### config.mk
export PLATFORM = sky130hd
export DESIGN_NAME = riscv_imem_arbiter
export DESIGN_NICKNAME = d
export VERILOG_FILES = /design/src/rtl/riscv_imem_arbiter.sv
export SDC_FILE = /design/constraint.sdc
export NUM_CORES = 1
export LEC_CHECK = 0
export ABC_AREA = 1
export ABC_CLOCK_PERIOD_IN_PS = 1750
export CORE_AREA = 2 2 124 126
export DETAILED_ROUTE_END_ITERATION = 6
export DIE_AREA = 0 0 126 128
export HOLD_SLACK_MARGIN = 0.15
export PLACE_DENSITY = 0.59
export SLEW_MARGIN = 15
export SYNTH_ARGS = -nofsm -noshare
export SYNTH_HDL_FRONTEND = slang
export SYNTH_SLANG_ARGS = --single-unit
export TNS_END_PERCENT = 30
### constraint.sdc
create_clock -name clk -period 1.75 [get_ports clk]
set_input_delay 0.35 -clock clk [delete_from_list [all_inputs] [get_ports clk]]
set_output_delay 0.35 -clock clk [all_outputs]
set_load 0.02 [all_outputs]
### src/rtl/riscv_imem_arbiter.sv
// Two-port instruction-memory arbiter: round-robin request merge with an in-order
// ID FIFO that steers each memory response back to the port that issued it.
module riscv_imem_arbiter #(
    parameter int P_DEPTH = 4,
    parameter int P_CW    = $clog2(P_DEPTH) + 1
) (
    input  logic            clk,
    input  logic            reset,

    input  logic [66:0]     imemreq0_msg,
    input  logic            imemreq0_val,
    output logic            imemreq0_rdy,

    input  logic [66:0]     imemreq1_msg,
    input  logic            imemreq1_val,
    output logic            imemreq1_rdy,

    output logic [66:0]     memreq_msg,
    output logic            memreq_val,
    input  logic            memreq_rdy,

    input  logic [34:0]     memresp_msg,
    input  logic            memresp_val,

    output logic [34:0]     imemresp0_msg,
    output logic            imemresp0_val,
    output logic [34:0]     imemresp1_msg,
    output logic            imemresp1_val,

    output logic [P_CW-1:0] outstanding,
    output logic            err_orphan
);

    localparam int               AW      = $clog2(P_DEPTH);
    localparam logic [P_CW-1:0]  DEPTH_C = P_CW'(P_DEPTH);
    localparam logic [P_CW-1:0]  CNT_ONE = P_CW'(1);
    localparam logic [AW-1:0]    PTR_ONE = AW'(1);

    // last_grant = 1 means port 1 won most recently, so port 0 is favoured next
    logic               last_grant;
    logic [P_DEPTH-1:0] id_mem;
    logic [AW-1:0]      wr_ptr;
    logic [AW-1:0]      rd_ptr;
    logic [P_CW-1:0]    count;
    logic               err_flag;

    logic grant0;
    logic grant1;
    logic full;
    logic empty;
    logic fire0;
    logic fire1;
    logic push;
    logic push_id;
    logic pop;
    logic head_id;
    logic orphan;

    assign grant0 = imemreq0_val & (!imemreq1_val | last_grant);
    assign grant1 = imemreq1_val & (!imemreq0_val | !last_grant);

    assign full  = (count == DEPTH_C);
    assign empty = (count == '0);

    // Request side is gated by reset so nothing looks issuable while held in reset
    assign memreq_val   = reset & (imemreq0_val | imemreq1_val) & !full;
    assign memreq_msg   = grant1 ? imemreq1_msg : imemreq0_msg;
    assign imemreq0_rdy = reset & grant0 & memreq_rdy & !full;
    assign imemreq1_rdy = reset & grant1 & memreq_rdy & !full;

    assign fire0   = imemreq0_rdy & imemreq0_val;
    assign fire1   = imemreq1_rdy & imemreq1_val;
    assign push    = fire0 | fire1;
    assign push_id = fire1;

    assign head_id = id_mem[rd_ptr];
    assign pop     = memresp_val & !empty;
    assign orphan  = memresp_val & empty;

    assign imemresp0_msg = memresp_msg;
    assign imemresp1_msg = memresp_msg;
    assign imemresp0_val = pop & !head_id;
    assign imemresp1_val = pop & head_id;

    assign outstanding = count;
    assign err_orphan  = err_flag;

    // Pop never frees a slot for a same-cycle push: full blocks push via rdy above
    always_ff @(posedge clk or negedge reset) begin
        if (!reset) begin
            last_grant <= 1'b1;
            id_mem     <= '0;
            wr_ptr     <= '0;
            rd_ptr     <= '0;
            count      <= '0;
            err_flag   <= 1'b0;
        end else begin
            if (push) begin
                id_mem[wr_ptr] <= push_id;
                wr_ptr         <= wr_ptr + PTR_ONE;
                last_grant     <= push_id;
            end
            if (pop) begin
                rd_ptr <= rd_ptr + PTR_ONE;
            end
            if (push && !pop) begin
                count <= count + CNT_ONE;
            end else if (!push && pop) begin
                count <= count - CNT_ONE;
            end
            if (orphan) begin
                err_flag <= 1'b1;
            end
        end
    end

endmodule

; Word-level counts from Yosys, hierarchy flattened
; Cells that the tools add are included.
[word_totals]
input_bits = 175
ff_bits = 13
out_inout_bits = 146
elab_cells = 55
[classes]
n_eq_ne = 1
n_lt_le_gt_ge = 3
muxes = 8
n_addsub = 4
n_bitwise = 20
n_reduce_logical = 13
[ops]
columns = op, count
row1 = $mux W67, 1
row2 = $and A1 B1 Y1, 16
row3 = $logic_not A1 Y1, 8
row4 = $lt A2 B3 Y1 const B, 2
row5 = $mux W3, 2
row6 = $add A2 B1 Y2 const B, 2
row7 = $bwmux W4, 1
row8 = $or A1 B1 Y1, 4
row9 = $add A3 B1 Y3 const B, 1
row10 = $eq A3 B3 Y1 const B, 1
row11 = $logic_and A1 B1 Y1, 3
row12 = $logic_not A3 Y1, 1
row13 = $sub A3 B1 Y3 const B, 1
row14 = $bmux W1 S2, 1
row15 = $demux W1 S2, 1
row16 = $ge A2 B1 Y1 const B, 1
row17 = $mux W1, 2
row18 = $reduce_bool A2 Y1, 1

; Logic depth before layout (Yosys ltp)
[depth]
ltp_word = 12
depth_mapped = 11
ltp_nobuf = 11

; Least setup slack after synthesis
; OpenSTA, ideal clock, no wires.
[synth_path]
kind = register to register
startpoint = register count[0] (netlist: outstanding[0])
endpoint = register count[2] (netlist: outstanding[2])
synth_period_minus_slack_ns = 1.898
t_required_ns = 1.627
setup_slack_ns = -0.148
setup_time_ns = 0.123
path_buffers = 0
t_arrival_ns = 1.775
stages_incl_launch_ff = 11
path_cell_list = dfrtp_1 > nor2_2 > nand2_2 > nand3_2 > inv_1 > ha_1 > inv_1 > fa_1 > nand2_1 > nand3_1 > xor2_1
[synth_between]
elab_chain_len = 8
elab_cells_between_ends = 19
cone_classes = add/sub (2) / eq/ne (1) / mux (2) / bitwise (6) / reduce/logical (8)
[synth_rtl]
columns = item, line_no
row1 = start: declaration, 44  ; logic [P_CW-1:0] count;
row2 = start signal: assignment, 107  ; count <= count + CNT_ONE;
row3 = start signal: assignment, 109  ; count <= count - CNT_ONE;
row4 = $eq A3 B3 Y1 (*), 62  ; assign full = (count == DEPTH_C);
row5 = $logic_not A1 Y1 (*), "68, 69"
row6 = $and A1 B1 Y1 (on tied branches), "68, 69"
row7 = $and A1 B1 Y1 (on tied branches), "71, 72"
row8 = $or A1 B1 Y1 (*), 73  ; assign push = fire0 | fire1;
row9 = net push, 53  ; logic push;
row10 = $logic_not A1 Y1, 108  ; end else if (!push && pop) begin
row11 = $logic_and A1 B1 Y1, 108
row12 = $reduce_bool A2 Y1 (no source line), -
; The timed path passes the listed nets; every way through them passes the cells marked *. The select of a mux whose other input is x is not followed.
; A chain may end at the register's enable or synchronous reset.

; Worst setup path in the final report
[layout_path]
startpoint = register last_grant
endpoint = output memreq_msg[28]
[layout_between]
elab_chain_len = 4
[layout_rtl]
columns = item, line_no
row1 = start: declaration, 40  ; logic last_grant;
row2 = start signal: assignment, 101  ; last_grant <= push_id;
row3 = $logic_not A1 Y1, 60  ; assign grant1 = imemreq1_val & (!imemreq0_val | !last_grant);
row4 = $or A1 B1 Y1, 60
row5 = $and A1 B1 Y1, 60
row6 = $mux W67, 67  ; assign memreq_msg = grant1 ? imemreq1_msg : imemreq0_msg;
row7 = end: declaration, 18  ; output logic [66:0] memreq_msg,
; No other way between the ends.

==> results.txt <==
status: finished, violations left
failing checks: negative setup slack
fin nets: 738
WL/cell: 13.79 um
final-report setup violation count: 69
relative slew slack: 60.34%
Routed WL: 10.28 mm
DRC: 0
cell taking the most area after synthesis: nand2_1
WS Path Type: register to primary output
Worst-Skew Late Latency: 0.24 ns
Mapped Nets: 558
Die W: 126 um
post-DP HPWL: 7.451 mm
Util after Layout: 32.90%
Yosys top cell area share: 41.48%
Tcrit/Tclk final: 111.4%
RSZ-0062 raised after global routing: true
clk root buf: clkbuf_16
ys flop type: dfrtp_1
Antenna Violating Nets Remaining: 0
sequential cell area fraction in the yosys report: 15.29%
Post-Synthesis Cells: 377
Critical Path End Type: primary output
Avg Cell Area, Syn: 5.665 um^2
vias in the first global route: 2660
drt via density: 3.789
DR pass1 iterations: 4
Sw Share: 42.18%
Crit Path Max Fanout: 7
I/O pins: 321
H-Tree Depth: 1
Port Buffer Count: 215
Clock transition at path regs: 0.04 ns
Least-Margin Pin Slew: 0.5929 ns
max_cap viols: 0
final worst slack: -0.2002 ns
deepest clock path buffer count: 2
CTS Sinks: 13
Seq cells post-synth: 13
total die area: 16130 um^2
HP Class: primary input to async pin
Post-DP Area: 4187 um^2
worst vdd ir: 0.3857 mV
CP Data Required Time: 1.40 ns
gr ovfl total: 0
Syn Std Cell Area: 2136 um^2
Critical Path Start Type: register
Syn-to-layout area delta: 129.0%
Clock power frac: 10.4%
PwrDens: 850.0 nW/um^2
core area: 14860 um^2
Initial Util: 14.37%
Die Y: 128 um
synth unique cells: 26
share of post-route cells with drive strength above 1: 34.35%
worst hold slack: 0.1910 ns
Final Hold Viols: 0
FFs w/ async S/R, synth: 100.0%
sequential power share: 14.0%
first-pass GRT wire length: 14.37 mm
logic gate share of total power: 75.6%
CTS tree: yes
Pleak: 2.477 nW
skew final: 0.002224 ns
Via Count: 2823
fmax: 0.5128 GHz
Synth area leaders: nand2_1 (41%), buf_4 (26%), dfrtp_1 (14%)
GRT Overall Usage: 11.21%
fin area: 4891 um^2
Ys Warns: 0
largest net degree at the start of global routing: 33
initial antenna violation count: 1
row cnt: 45
Initial DRC Count: 51
fin crit period: 1.950 ns
fin. max-slew vios: 0
Post-synth EDFFs: 0
Switching Power: 0.001753 W
Cell Int Power: 0.002404 W
CTS buffer count: 3
Arr. time, crit path: 1.60 ns
GPL Wtd Cong: 0.7820
[final cells by class]
cell class                 instances  area [um^2]
antenna                            1        2.502
clock buffer                       4        78.83
fill                            1577         9973
inverter                          14        70.07
multi-input combinational        265         1429
sequential                        13        329.1
tap                              188        235.2
timing repair buffer             260         2746
[cell usage in the layout (no fill, tap or decap), types with 2 or more instances in the layout]
cell	n
buf_12	8
buf_16	10
buf_2	12
buf_4	43
buf_6	41
clkbuf_16	3
clkdlybuf4s50_1	138
dfrtp_1	10
dfrtp_2	2
dlygate4sd2_1	2
dlymetal6s2s_1	3
ha_1	4
inv_1	9
inv_2	2
inv_4	2
nand2_1	181
nand2_2	32
nand2_4	24
nand4_1	4
nor2_4	2
o21ai_0	2
xnor2_1	3
[sequential cells by signal, indices dropped and copies added (netlist names)]
signal,count
err_orphan,1
id_mem,4
last_grant,1
outstanding,3
rd_ptr,2
wr_ptr,2
[stage by stage]
| stage | setup slack [ns] | power (W) | cells | TNS (ns) |
|---|---|---|---|---|
| final | -0.2002 | 0.004157 | 745 | -8.318 |
| after global routing | -0.2472 | 0.004463 | 744 | -12.48 |
| after CTS | -0.2418 | 0.004028 | 739 | -9.137 |
| after detailed placement | -0.7282 | 0.003227 | 722 | -46.90 |
| after global placement | -0.7041 | 0.003211 | 722 | -45.15 |
| after floorplan | -0.02412 | 0.002065 | 377 | -0.02412 |
[critical path, stage by stage, from the launching register on]
cell and delay, ns:
dfstp_2 0.55, nand2_4 0.07, nand2_8 0.14, inv_12 0.07, buf_16 0.14, buf_12 0.14
nand2_4 0.05, nand2_2 0.05, buf_6 0.13
[cell usage after synthesis (all sizes together), types with 2 or more instances]
master / instances
nand3: 2
dfrtp: 12
inv: 14
ha: 5
buf: 85
nor2: 3
xnor2: 3
nand4: 4
o21ai: 3
nand2: 238
[final timing paths]
path                                             from                          to  slack (ns)  cells after the start
max                            last_grant$_DFFE_PN1P_              memreq_msg[28]       -0.20                      8
min                                             reset      last_grant$_DFFE_PN1P_        0.19                      2
max reg2reg                outstanding[1]$_DFFE_PN0P_  outstanding[2]$_DFFE_PN0P_       -0.06                     10
min reg2reg                    err_orphan$_DFFE_PN0P_      err_orphan$_DFFE_PN0P_        0.46                      1
max in group asynchronous                       reset  outstanding[0]$_DFFE_PN0P_        0.52                      3
min in group clk               err_orphan$_DFFE_PN0P_      err_orphan$_DFFE_PN0P_        0.46                      1
[kinds of logic after synthesis]
group | count (synthesis) | share of synthesized area [%]
adders and majority gates | 6 | 3.866
and+or+nand+nor | 249 | 45.69
DFF | 13 | 15.29
buffers and inverters | 99 | 31.81
AOI/OAI and AO/OA | 6 | 1.699
xor gates and xnor gates | 4 | 1.641
[repair_timing]
action,CTS,global route
endpoints found under the hold margin,0,12
buffers inserted,4,4
pin swaps,28,25
gates cloned,9,0
endpoints found under the setup margin,74,74
hold buffers,0,1
gates resized for setup,439,62
[routing by layer]
layer	vias to the layer above	part of all wire (%)	track usage (%)
met2	207	49	19.83
li1	1423	-	-
met4	0	0.91	1.745
met5	-	0	0
met1	1181	37	12.59
met3	12	13	5.175
[power groups by stage]
| stage | sequential, W | clock [W] | combinational [W] |
|---|---|---|---|
| 6_report | 0.000580 | 0.000432 | 0.00314 |
| 5_1_grt | 0.000604 | 0.000457 | 0.00340 |
| 4_1_cts | 0.000580 | 0.000443 | 0.00301 |
| 3_5_place_dp | 0.000577 | 0 | 0.00265 |
| 3_3_place_gp | 0.000576 | 0 | 0.00263 |
| 2_1_floorplan | 0.000615 | 0 | 0.00145 |
No activity file was read; power rests on OpenSTA's default activity.
